## src/rtl/fetch_queue.sv

```systemverilog
// -----------------------------------------------------------------------------
// fetch_queue
//
// Fetch stage sitting right after the PC register. It issues one instruction
// memory read at a time over a req/ack handshake and buffers {pc, instruction}
// pairs in a small FIFO for the decode stage. The increment output feeds the
// PC register: INC_STEP in the cycle a fetch retires into the FIFO, zero
// otherwise, so the PC only advances when fetch makes progress.
//
// Ports:
//   clk         clock, all state changes on posedge
//   in          synchronous active-low reset (0 at posedge resets)
//   pc          current PC value from the PC register
//   increment   step returned to the PC register (combinational)
//   imem_req    memory read request
//   imem_addr   read address, held stable while imem_req is high
//   imem_ack    read data valid, only meaningful while imem_req is high
//   imem_rdata  instruction word, captured when imem_ack is high
//   flush       discard queued entries and any in-flight fetch
//   dec_valid   head entry available to decode
//   dec_ready   decode accepts the head entry
//   dec_pc      pc of the head entry
//   dec_instr   instruction of the head entry
// -----------------------------------------------------------------------------
module fetch_queue #(
  parameter int DEPTH    = 4,
  parameter int XLEN     = 32,
  parameter int INC_STEP = 4
) (
  input  logic            clk,
  input  logic            in,
  input  logic [XLEN-1:0] pc,
  output logic [XLEN-1:0] increment,
  output logic            imem_req,
  output logic [XLEN-1:0] imem_addr,
  input  logic            imem_ack,
  input  logic [XLEN-1:0] imem_rdata,
  input  logic            flush,
  output logic            dec_valid,
  input  logic            dec_ready,
  output logic [XLEN-1:0] dec_pc,
  output logic [XLEN-1:0] dec_instr
);

  localparam int PW = (DEPTH > 1) ? $clog2(DEPTH) : 1;
  localparam int CW = $clog2(DEPTH + 1);

  localparam logic [CW-1:0]   DEPTH_C = CW'(DEPTH);
  localparam logic [CW-1:0]   CNT_ONE = CW'(1);
  localparam logic [PW-1:0]   PTR_ONE = PW'(1);
  localparam logic [XLEN-1:0] INC_C   = XLEN'(INC_STEP);

  typedef enum logic [0:0] {
    ST_IDLE = 1'b0,
    ST_WAIT = 1'b1
  } state_t;

  state_t          state_q, state_d;
  logic [XLEN-1:0] addr_q, addr_d;
  logic            drop_q, drop_d;

  logic [XLEN-1:0] mem_pc_q    [DEPTH];
  logic [XLEN-1:0] mem_pc_d    [DEPTH];
  logic [XLEN-1:0] mem_instr_q [DEPTH];
  logic [XLEN-1:0] mem_instr_d [DEPTH];

  logic [PW-1:0]   rd_ptr_q, rd_ptr_d;
  logic [PW-1:0]   wr_ptr_q, wr_ptr_d;
  logic [CW-1:0]   count_q, count_d;

  logic            push_s;
  logic            pop_s;

  // The address register only changes in IDLE, so it is stable for the whole
  // WAIT period.
  assign imem_addr = addr_q;
  assign dec_valid = (count_q != {CW{1'b0}});
  assign dec_pc    = mem_pc_q[rd_ptr_q];
  assign dec_instr = mem_instr_q[rd_ptr_q];
  assign pop_s     = dec_valid & dec_ready;

  // Fetch FSM: issue, wait for ack, decide whether the returned word is kept.
  always_comb begin
    state_d   = state_q;
    addr_d    = addr_q;
    drop_d    = drop_q;
    imem_req  = 1'b0;
    push_s    = 1'b0;
    increment = {XLEN{1'b0}};
    case (state_q)
      ST_IDLE: begin
        // With only one fetch in flight, room at issue implies room at ack.
        if ((count_q < DEPTH_C) && !flush) begin
          state_d = ST_WAIT;
          addr_d  = pc;
        end else begin
          state_d = ST_IDLE;
        end
      end
      ST_WAIT: begin
        imem_req = 1'b1;
        if (imem_ack) begin
          state_d = ST_IDLE;
          drop_d  = 1'b0;
          if (!drop_q && !flush) begin
            push_s    = 1'b1;
            increment = INC_C;
          end else begin
            push_s    = 1'b0;
            increment = {XLEN{1'b0}};
          end
        end else if (flush) begin
          // The memory transaction cannot be abandoned; remember to discard it.
          drop_d = 1'b1;
        end else begin
          drop_d = drop_q;
        end
      end
      default: begin
        state_d = ST_IDLE;
      end
    endcase
  end

  // FIFO bookkeeping: flush wins over any push or pop in the same cycle.
  always_comb begin
    rd_ptr_d    = rd_ptr_q;
    wr_ptr_d    = wr_ptr_q;
    count_d     = count_q;
    mem_pc_d    = mem_pc_q;
    mem_instr_d = mem_instr_q;
    if (flush) begin
      rd_ptr_d = {PW{1'b0}};
      wr_ptr_d = {PW{1'b0}};
      count_d  = {CW{1'b0}};
    end else begin
      if (push_s) begin
        mem_pc_d[wr_ptr_q]    = addr_q;
        mem_instr_d[wr_ptr_q] = imem_rdata;
        wr_ptr_d              = wr_ptr_q + PTR_ONE;
      end else begin
        wr_ptr_d = wr_ptr_q;
      end
      if (pop_s) begin
        rd_ptr_d = rd_ptr_q + PTR_ONE;
      end else begin
        rd_ptr_d = rd_ptr_q;
      end
      case ({push_s, pop_s})
        2'b10:   count_d = count_q + CNT_ONE;
        2'b01:   count_d = count_q - CNT_ONE;
        default: count_d = count_q;
      endcase
    end
  end

  // State and storage registers with synchronous active-low reset.
  always_ff @(posedge clk) begin
    if (!in) begin
      state_q     <= ST_IDLE;
      addr_q      <= {XLEN{1'b0}};
      drop_q      <= 1'b0;
      rd_ptr_q    <= {PW{1'b0}};
      wr_ptr_q    <= {PW{1'b0}};
      count_q     <= {CW{1'b0}};
      mem_pc_q    <= '{default: {XLEN{1'b0}}};
      mem_instr_q <= '{default: {XLEN{1'b0}}};
    end else begin
      state_q     <= state_d;
      addr_q      <= addr_d;
      drop_q      <= drop_d;
      rd_ptr_q    <= rd_ptr_d;
      wr_ptr_q    <= wr_ptr_d;
      count_q     <= count_d;
      mem_pc_q    <= mem_pc_d;
      mem_instr_q <= mem_instr_d;
    end
  end

endmodule

```

## config.mk

```make
export PLATFORM = sky130hd
export DESIGN_NAME = fetch_queue
export DESIGN_NICKNAME = d
export VERILOG_FILES = /design/src/rtl/fetch_queue.sv
export SDC_FILE = /design/constraint.sdc
export NUM_CORES = 1
export LEC_CHECK = 0
export CAP_MARGIN = 20
export CORE_MARGIN = 1
export CORE_UTILIZATION = 30
export CTS_BUF_LIST = sky130_fd_sc_hd__clkbuf_16
export CTS_CLUSTER_SIZE = 10
export DETAILED_ROUTE_END_ITERATION = 10
export DONT_BUFFER_PORTS = 1
export SLEW_MARGIN = 20
export SYNTH_ARGS = -nofsm -noshare
export SYNTH_HDL_FRONTEND = slang
export SYNTH_SLANG_ARGS = --single-unit
```

## constraint.sdc

```tcl
create_clock -name clk -period 2.6 [get_ports clk]
set_clock_uncertainty 0.05 [all_clocks]
set_input_delay 0.39 -clock clk [delete_from_list [all_inputs] [get_ports clk]]
set_output_delay 0.39 -clock clk [all_outputs]
set_load 0.02 [all_outputs]
```

* Word level (Yosys, flattened, before mapping)
Cells that the tools add are included.
** Word-level totals
- Register bits :: 297
- Input port bits :: 69
- Output and inout bits :: 130
- Word-level logic and storage cells :: 65
** Cells by class
- $add $sub $neg :: 4
- Order comparisons :: 4
- Equal/unequal tests :: 2
- Multiplexer cells :: 23
- Bitwise operators :: 6
- Reduce and logical (&&, ||, !) cells :: 12
** Operators by type and width (number)
- 128-bit bitwise mux :: 2
- 32-bit 2-to-1 mux :: 5
- 32-bit binary-select mux with 2-bit select :: 2
- 32-bit demux with 2-bit select :: 1
- 3-bit 2-to-1 mux :: 3
- 1-bit 2-to-1 mux :: 8
- 3-bit greater-or-equal comparator (second input constant) :: 2
- 2-bit inverter with 3-bit output :: 2
- 3-bit case mux with 2 select lines :: 1
- 2-bit AND reduction :: 3
- 2-bit by 1-bit adder with 2-bit output (second input constant) :: 2
- 2-bit nonzero test :: 2
- 3-bit by 1-bit adder with 3-bit output (second input constant) :: 1
- 1-bit logical AND :: 3
- 3-bit by 1-bit < comparator with 1-bit output (second input constant) :: 1
- 3-bit < comparator (second input constant) :: 1
- 1-bit inverter :: 3
- 3-bit nonzero test :: 1
- 3-bit by 1-bit subtractor with 3-bit output (second input constant) :: 1
- 2-bit by 1-bit equality test with 1-bit output (second input constant) :: 1
- 2-bit equality test (second input constant) :: 1
- 1-bit zero test :: 2
- 1-bit case mux with 2 select lines :: 1
- 2-bit OR reduction :: 1
- 1-bit bitwise AND :: 1

* Logic depth before layout (Yosys ltp)
Gate-level depths: netlist (run 1).
- Depth after elaboration :: 7
- Depth in mapped cells :: 9
- Mapped depth without buffers :: 8

* Worst setup path after synthesis (run 1)
No wires, ideal clock.
- Path type :: register -> register
- From :: reg state_q
- To :: reg count_q[2]
- Setup time :: 0.071 ns
- Data arrival time :: 1.999 ns
- Data required time :: 2.479 ns
- Path slack :: 0.480 ns
- Stages on the path, launching flop included :: 10
- Buffers on the path :: 1
- Clock period less this slack :: 2.120 ns
- Cells stage by stage :: dfxtp_1 > and4bb_2 > buf_2 > inv_1 > ha_1 > inv_1 > fa_1 > xor2_1 > or3_1 > a21oi_1
** On the way
- Longest elaborated chain between the ends :: 3
- Elaborated cells between the ends (all ways) :: 5
- Classes of those cells :: eq/ne (2); mux (2); reduce/logical (1)
** Ends and longest elaborated chain
- from (decl) :: line 58 : state_t state_q, state_d;
- from (signal assigned) :: line 169 : state_q <= state_d;
- 1-bit 2-to-1 mux (*) :: line 90 : case (state_q)
- via push_s :: line 71 : logic push_s;
- 2-bit by 1-bit equality test with 1-bit output or 2-bit equality test (tied branches) :: line 149 : case ({push_s, pop_s})
- 3-bit case mux with 2 select lines or 2-bit nonzero test (tied branches)
- to (signal assigned) :: line 165 : count_q <= {CW{1'b0}};
- to (signal assigned) :: line 174 : count_q <= count_d;
- to (decl) :: line 69 : logic [CW-1:0] count_q, count_d;
The timed path passes the listed nets; every way through them passes the cells marked *.
A chain may end at the register's enable or synchronous reset.

* Worst setup path in the final report (run 1)
- From :: reg rd_ptr_q[1]
- To :: out dec_pc[9]
** On the way
- Longest elaborated chain between the ends :: 4
** Ends and longest elaborated chain
- from (decl) :: line 67 : logic [PW-1:0] rd_ptr_q, rd_ptr_d;
- from (signal assigned) :: line 163 : rd_ptr_q <= {PW{1'b0}};
- from (signal assigned) :: line 172 : rd_ptr_q <= rd_ptr_d;
- 2-bit inverter with 3-bit output (not written as such) :: line 78 : assign dec_pc = mem_pc_q[rd_ptr_q];
- 32-bit binary-select mux with 2-bit select :: line 78
- 32-bit 2-to-1 mux (not written as such) (2 in a row) :: line 78
- to (decl) :: line 41 : output logic [XLEN-1:0] dec_pc,
No other way between the ends. The select of a mux whose other input is x is not followed.

==> qor.yml, run 1 <==
placed_design:
  place_hpwl_um: 17300
  io_buffer_count: 0
  gp_congestion: 0.686
timing:
  rsz0062_at_grt: "false"
  tightestPinTransition_ps: 749
  max_freq_mhz: 411
  max_slew_margin_pct: 49.9
  setup_tns_ps: 0
  finalMaxSlewViolations: 0
  period_share_pct: 93.5
  min_period_ps: 2430
  hold_viol_final: 0
  finalSetupViolCount: 0
cts:
  clock_sinks: 297
  cts_tree: "yes"
  cts_buffers: 36
  cts_setup_buffers: 0
  cts_hold_buf: 71
  cts_root_buffer: "clkbuf_16"
  clock_latency_ps: 540
  htree_levels: 2
  cts.clk_slew.worst_paths_ps: 60
  cts_buffer_depth: 3
  cts_resized: 0
pwr:
  leakage_nw: 6.87
  p_per_area_nw_per_um2: 653
  power.total_mw: 9.61
  vdd_drop_max_v: 0.000432
layout:
  fill_cells: 4150
  diodes: 0
  final_cell_mix: "nand2_1 (386), dfxtp_1 (295), mux2i_1 (257)"
  drive_gt1_share_pct: 10.2
  final_common_cell: "nand2_1"
  finalCoreUtilization_pct: 35.2
  area_growth_syn_to_layout_pct: 15.8
  nNetsFinal: 1306
routing:
  dr.first_iter.drc_count: 362
  drc: 0
  top_layer_used: "met4"
  wl_per_cell_um: 17.0
  routed_via_density: 4.69
  wl_met2_um: 14000
  postRouteWirelength_um: 30300
  route.met3.wl_um: 1700
  final_antenna_net_count: 0
  wl_met1_um: 13800
  num_vias: 8341
  dr.pass1.iters: 4
worst_setup_path:
  critPathTopFamily: "multiplexers"
  cp-start-kind: "register"
  slowest_stage: "mux4_2"
  end_kind: "output port"
  path_cells: "buf_12, mux4_2"
  cp.required_ps: 2160
  arrival_ps: 1990
  path_buf_inv: 1
  critPathKind: "register to output port"
  cp_max_fo: 27
  max_stage_delay_ps: 650
synth:
  synth_cell_type_count: 29
  netlist_area_um2: 12700
  synth_warnings: 0
  syn_avg_cell_area_um2: 10.6
  synth_seq_cells: 297
  synth.yosys.seq_area_share_pct: 46.7
  netlist_instances: 1198
global_route:
  grt_antenna_before_repair: 0
  grt_usage_pct: 14.2
  first_global_vias: 8646
  grt_max_degree: 226
  grt_overflow: 0
  grt_first_pass_wirelength_um: 48700
floorplan:
  dieArea_um2: 43300
  fp.dieW_um: 208
  num_rows: 75
  die_h_um: 208
  initial_core_util_pct: 30.4
  core_area_um2: 41900
  io_pins: 199
worst_hold_path:
  hp-class: "input port to register"
flow_run:
  cap_violations: 0
status:
  status: "complete, no violations"
## cell usage after synthesis
library cell	instances	share of area, %
or4b_4	1	0.11
buf_1	3	0.088
or2b_1	1	0.059
and4bb_2	1	0.098
fa_1	1	0.16
conb_1	1	0.029
buf_4	53	3.1
nor2_1	8	0.24
a21oi_1	3	0.12
o31a_1	1	0.069
mux4_2	64	11
o311ai_0	1	0.069
or3_1	2	0.098
o21ai_0	1	0.039
nand2_1	386	11
clkbuf_1	46	1.4
xnor2_1	2	0.14
ha_1	5	0.49
inv_1	6	0.18
nand2b_1	1	0.049
or3_2	1	0.059
nor3_1	1	0.039
dfxtp_1	297	47
mux2i_1	257	20
xor2_1	3	0.21
nand2_2	3	0.15
buf_2	9	0.35
buf_12	7	1.1
a21boi_0	33	1.9
## worst paths after layout
path	startpoint	end	slack, ps	cells after the start
setup / recovery	rd_ptr_q[1]	dec_pc[9]	170	2
hold / removal	imem_rdata[18]	mem_instr_q[82]	40	2
setup reg to reg	state_q	imem_addr[16]	370	4
hold reg to reg	mem_instr_q[41]	mem_instr_q[41]	400	2
## final cells by class
| cell class | count | area (um2) | share of cell area, % |
|---|---|---|---|
| multi-input combinational | 807 | 6120 | 41.6 |
| sequential | 297 | 5950 | 40.4 |
| clock buffer | 38 | 951 | 6.45 |
| timing repair buffer | 83 | 931 | 6.32 |
| tap | 539 | 674 | 4.58 |
| clock inverter | 10 | 76.3 | 0.518 |
| inverter | 6 | 22.5 | 0.153 |
## state kept, by name (all words and copies together), names as in the netlist
name / flops
mem_pc_q: 128
mem_instr_q: 128
imem_addr: 32
state_q: 1
count_q: 3
wr_ptr_q: 2
rd_ptr_q: 2
drop_q: 1
## cell families after synthesis
logic type	synth area share, %
compound gates	2.24
xor+xnor	0.344
fa+ha+maj	0.649
buf+inv	6.20
flops	46.7
mux	31.5
other cells	0.0295
simple gates	12.3
## metal layers
metal / vias to the layer above / global-route usage, %
met2: 163 / 23.0
met4: 0 / 5.44
li1: 4060 / -
met5: - / 0
met1: 4075 / 18.0
met3: 43 / 4.05
## power by group
group	leakage (nW)	total, mW	internal [mW]	switching [mW]
registers	2.40	4.68	4.60	0.0823
clock network	0.521	4.53	2.68	1.84
logic	3.95	0.406	0.162	0.245
## stage by stage
stage	std cells	hold WS [ps]	setup slack (ps)	cell area, um2
2_1_floorplan	1228	385	480	12800
3_3_place_gp	1661	392	515	13000
3_5_place_dp	1661	399	517	13000
4_1_cts	1780	1.09	71.6	14700
5_1_grt	1780	22.1	47.5	14700
6_report	1780	42.5	169	14700
## worst reg2reg max path, cell delays in order (launching register included)
cell           delay (ps)
dfxtp_1               420
or3_2                 780
nand2_1               200
a21boi_0              100
dlygate4sd3_1         570
Power figures use the tool's default switching activity.
==> run 2, diff against run 1 <==
==> constraint.sdc (replaced) <==
create_clock -name clk -period 2.6 [get_ports clk]
set_clock_uncertainty 0.05 [all_clocks]
set_input_delay 0 -clock clk [delete_from_list [all_inputs] [get_ports clk]]
set_output_delay 0 -clock clk [all_outputs]
set_load 0.02 [all_outputs]
==> run 2 against run 1 <==
Synthesized cell count unchanged. The flow now stops in 4_1_cts. Area after synthesis unchanged.
==> qor.yml, run 2 <==
status:
  status: "stopped before the end"  # was complete, no violations
  stop_stage: "4_1_cts"
  first-error: "[ERROR RSZ-0060] Max buffer count reached."
synth:
  synth_edf_count: 0  # unchanged
  synth.yosys.seq_area_share_pct: 46.7  # unchanged
  synthFlopType: "dfxtp_1"  # unchanged
  yosysTopAreaCell: "dfxtp_1"  # unchanged
  syn_avg_cell_area_um2: 10.6  # unchanged
  synth_seq_cells: 297  # unchanged
  synthMostInstantiatedCell: "nand2_1"  # unchanged
  synth_warnings: 0  # unchanged
  netlist_area_um2: 12700  # unchanged
  netlist_instances: 1198  # unchanged
  synthTopCellsByCount: "nand2_1 (386), dfxtp_1 (297), mux2i_1 (257)"  # unchanged
  synthTopCellsByArea: "dfxtp_1 (47%), mux2i_1 (20%), nand2_1 (11%), mux4_2 (11%), buf_4 (3.1%)"  # unchanged
  synth_top_cell_area_share_pct: 46.7  # unchanged
  synth_cell_type_count: 29  # unchanged
  async_flop_share_pct: 0  # unchanged
cts:
  cts_buffers: 38  # was 36
  cts_buffer_depth: 3  # unchanged
  cts_setup_buffers: 0  # unchanged
  cts_root_buffer: "clkbuf_16"  # unchanged
  cts_hold_buf: 346  # was 71
  htree_levels: 2  # unchanged
  clock_sinks: 297  # unchanged
  cts_resized: 0  # unchanged
placed_design:
  placed_area_um2: 13000  # about the same
  gp_congestion: 0.698  # was 0.686
  place_hpwl_um: 17200  # was 17300 um
  io_buffer_count: 0  # unchanged
floorplan:
  fp.dieW_um: 208  # unchanged
  die_h_um: 208  # unchanged
  initial_core_util_pct: 30.4  # unchanged
  num_rows: 75  # unchanged
  io_pins: 199  # unchanged
-- run 2: logic make-up after synthesis --
logic type               synth area share (%)
AO/OA/AOI/OAI                            2.24
XOR/XNOR                                0.344
adder cells (fa/ha/maj)                 0.649
buffers and inverters                    6.20
flip-flops                               46.7
multiplexers                             31.5
other                                  0.0295
AND/OR/NAND/NOR                          12.3
-- run 2: stage by stage --
step                      std cells  hold slack [ps]  worst slack (ps)
after floorplan                1228             94.9               480
after global placement         1667             96.5               513
after detailed placement       1667              105               522
==> run 3, diff against run 2 <==
--- a/config.mk
+++ b/config.mk
@@ -7,11 +7,10 @@
 export LEC_CHECK = 0
 export CAP_MARGIN = 20
 export CORE_MARGIN = 1
-export CORE_UTILIZATION = 30
-export CTS_BUF_LIST = sky130_fd_sc_hd__clkbuf_16
-export CTS_CLUSTER_SIZE = 10
+export CORE_UTILIZATION = 20
 export DETAILED_ROUTE_END_ITERATION = 10
 export DONT_BUFFER_PORTS = 1
+export PLACE_DENSITY_LB_ADDON = 0.15
 export SLEW_MARGIN = 20
 export SYNTH_ARGS = -nofsm -noshare
 export SYNTH_HDL_FRONTEND = slang
==> run 3 against run 2 <==
The flow again stops in 4_1_cts. Synthesized cell count stayed put. Area after synthesis unchanged.
==> qor.yml, run 3 <==
synth:
  synthTopCellsByArea: "dfxtp_1 (47%), mux2i_1 (20%), nand2_1 (11%), mux4_2 (11%), buf_4 (3.1%)"  # unchanged
  synth_seq_cells: 297  # unchanged
  async_flop_share_pct: 0  # unchanged
  synth_edf_count: 0  # unchanged
  synth_warnings: 0  # unchanged
  synth_cell_type_count: 29  # unchanged
  netlist_area_um2: 12700  # unchanged
  synthTopCellsByCount: "nand2_1 (386), dfxtp_1 (297), mux2i_1 (257)"  # unchanged
  synth_top_family_by_area: "multiplexers"  # unchanged
  yosysTopAreaCell: "dfxtp_1"  # unchanged
  synth_top_cell_area_share_pct: 46.7  # unchanged
  synthMostInstantiatedCell: "nand2_1"  # unchanged
  netlist_instances: 1198  # unchanged
  synthFlopType: "dfxtp_1"  # unchanged
  muxShareOfSynthArea_pct: 31.5  # unchanged
  yosys.area_share.simple_pct: 12.3  # unchanged
  synth_xor_area_share_pct: 0.344  # unchanged
  synth_compound_area_share_pct: 2.24  # unchanged
  syn_avg_cell_area_um2: 10.6  # unchanged
  synthAdderAreaFrac_pct: 0.649  # unchanged
  synth.yosys.seq_area_share_pct: 46.7  # unchanged
cts:
  cts_resized: 0  # unchanged
  cts_setup_buffers: 0  # unchanged
  htree_levels: 2  # unchanged
  cts_root_buffer: "clkbuf_16"  # unchanged
  cts_buffers: 38  # unchanged
  cts_hold_buf: 409  # was 346
  cts_buffer_depth: 3  # unchanged
  clock_sinks: 297  # unchanged
floorplan:
  fp.dieW_um: 254  # was 208 um
  io_pins: 199  # unchanged
  num_rows: 92  # was 75
  initial_core_util_pct: 20.2  # was 30.4%
  die_h_um: 254  # was 208 um
placed_design:
  placed_area_um2: 13400  # was 13000 um2
  place_hpwl_um: 20200  # was 17200 um
  gp_congestion: 0.655  # was 0.698
  io_buffer_count: 0  # unchanged
status:
  first-error: "[ERROR RSZ-0060] Max buffer count reached."  # unchanged
  status: "stopped before the end"  # unchanged
  stop_stage: "4_1_cts"  # unchanged
[run 3: cell counts after synthesis]
No cell type changed its count.
[run 3: kinds of logic after synthesis]
| logic type | after synthesis |
|---|---|
| fa+ha+maj | 6 |
| buf+inv | 124 |
| flops | 297 |
| xor+xnor | 5 |
| simple gates | 405 |
| mux | 321 |
| compound gates | 39 |
| other cells | 1 |
[run 3: through the flow]
stage                     setup WS (ps)  std cells  hold WS, ps  utilization, %
after floorplan                     480       1228         94.9               -
after global placement              520       1974         96.4            21.3
after detailed placement            541       1974          105            21.3
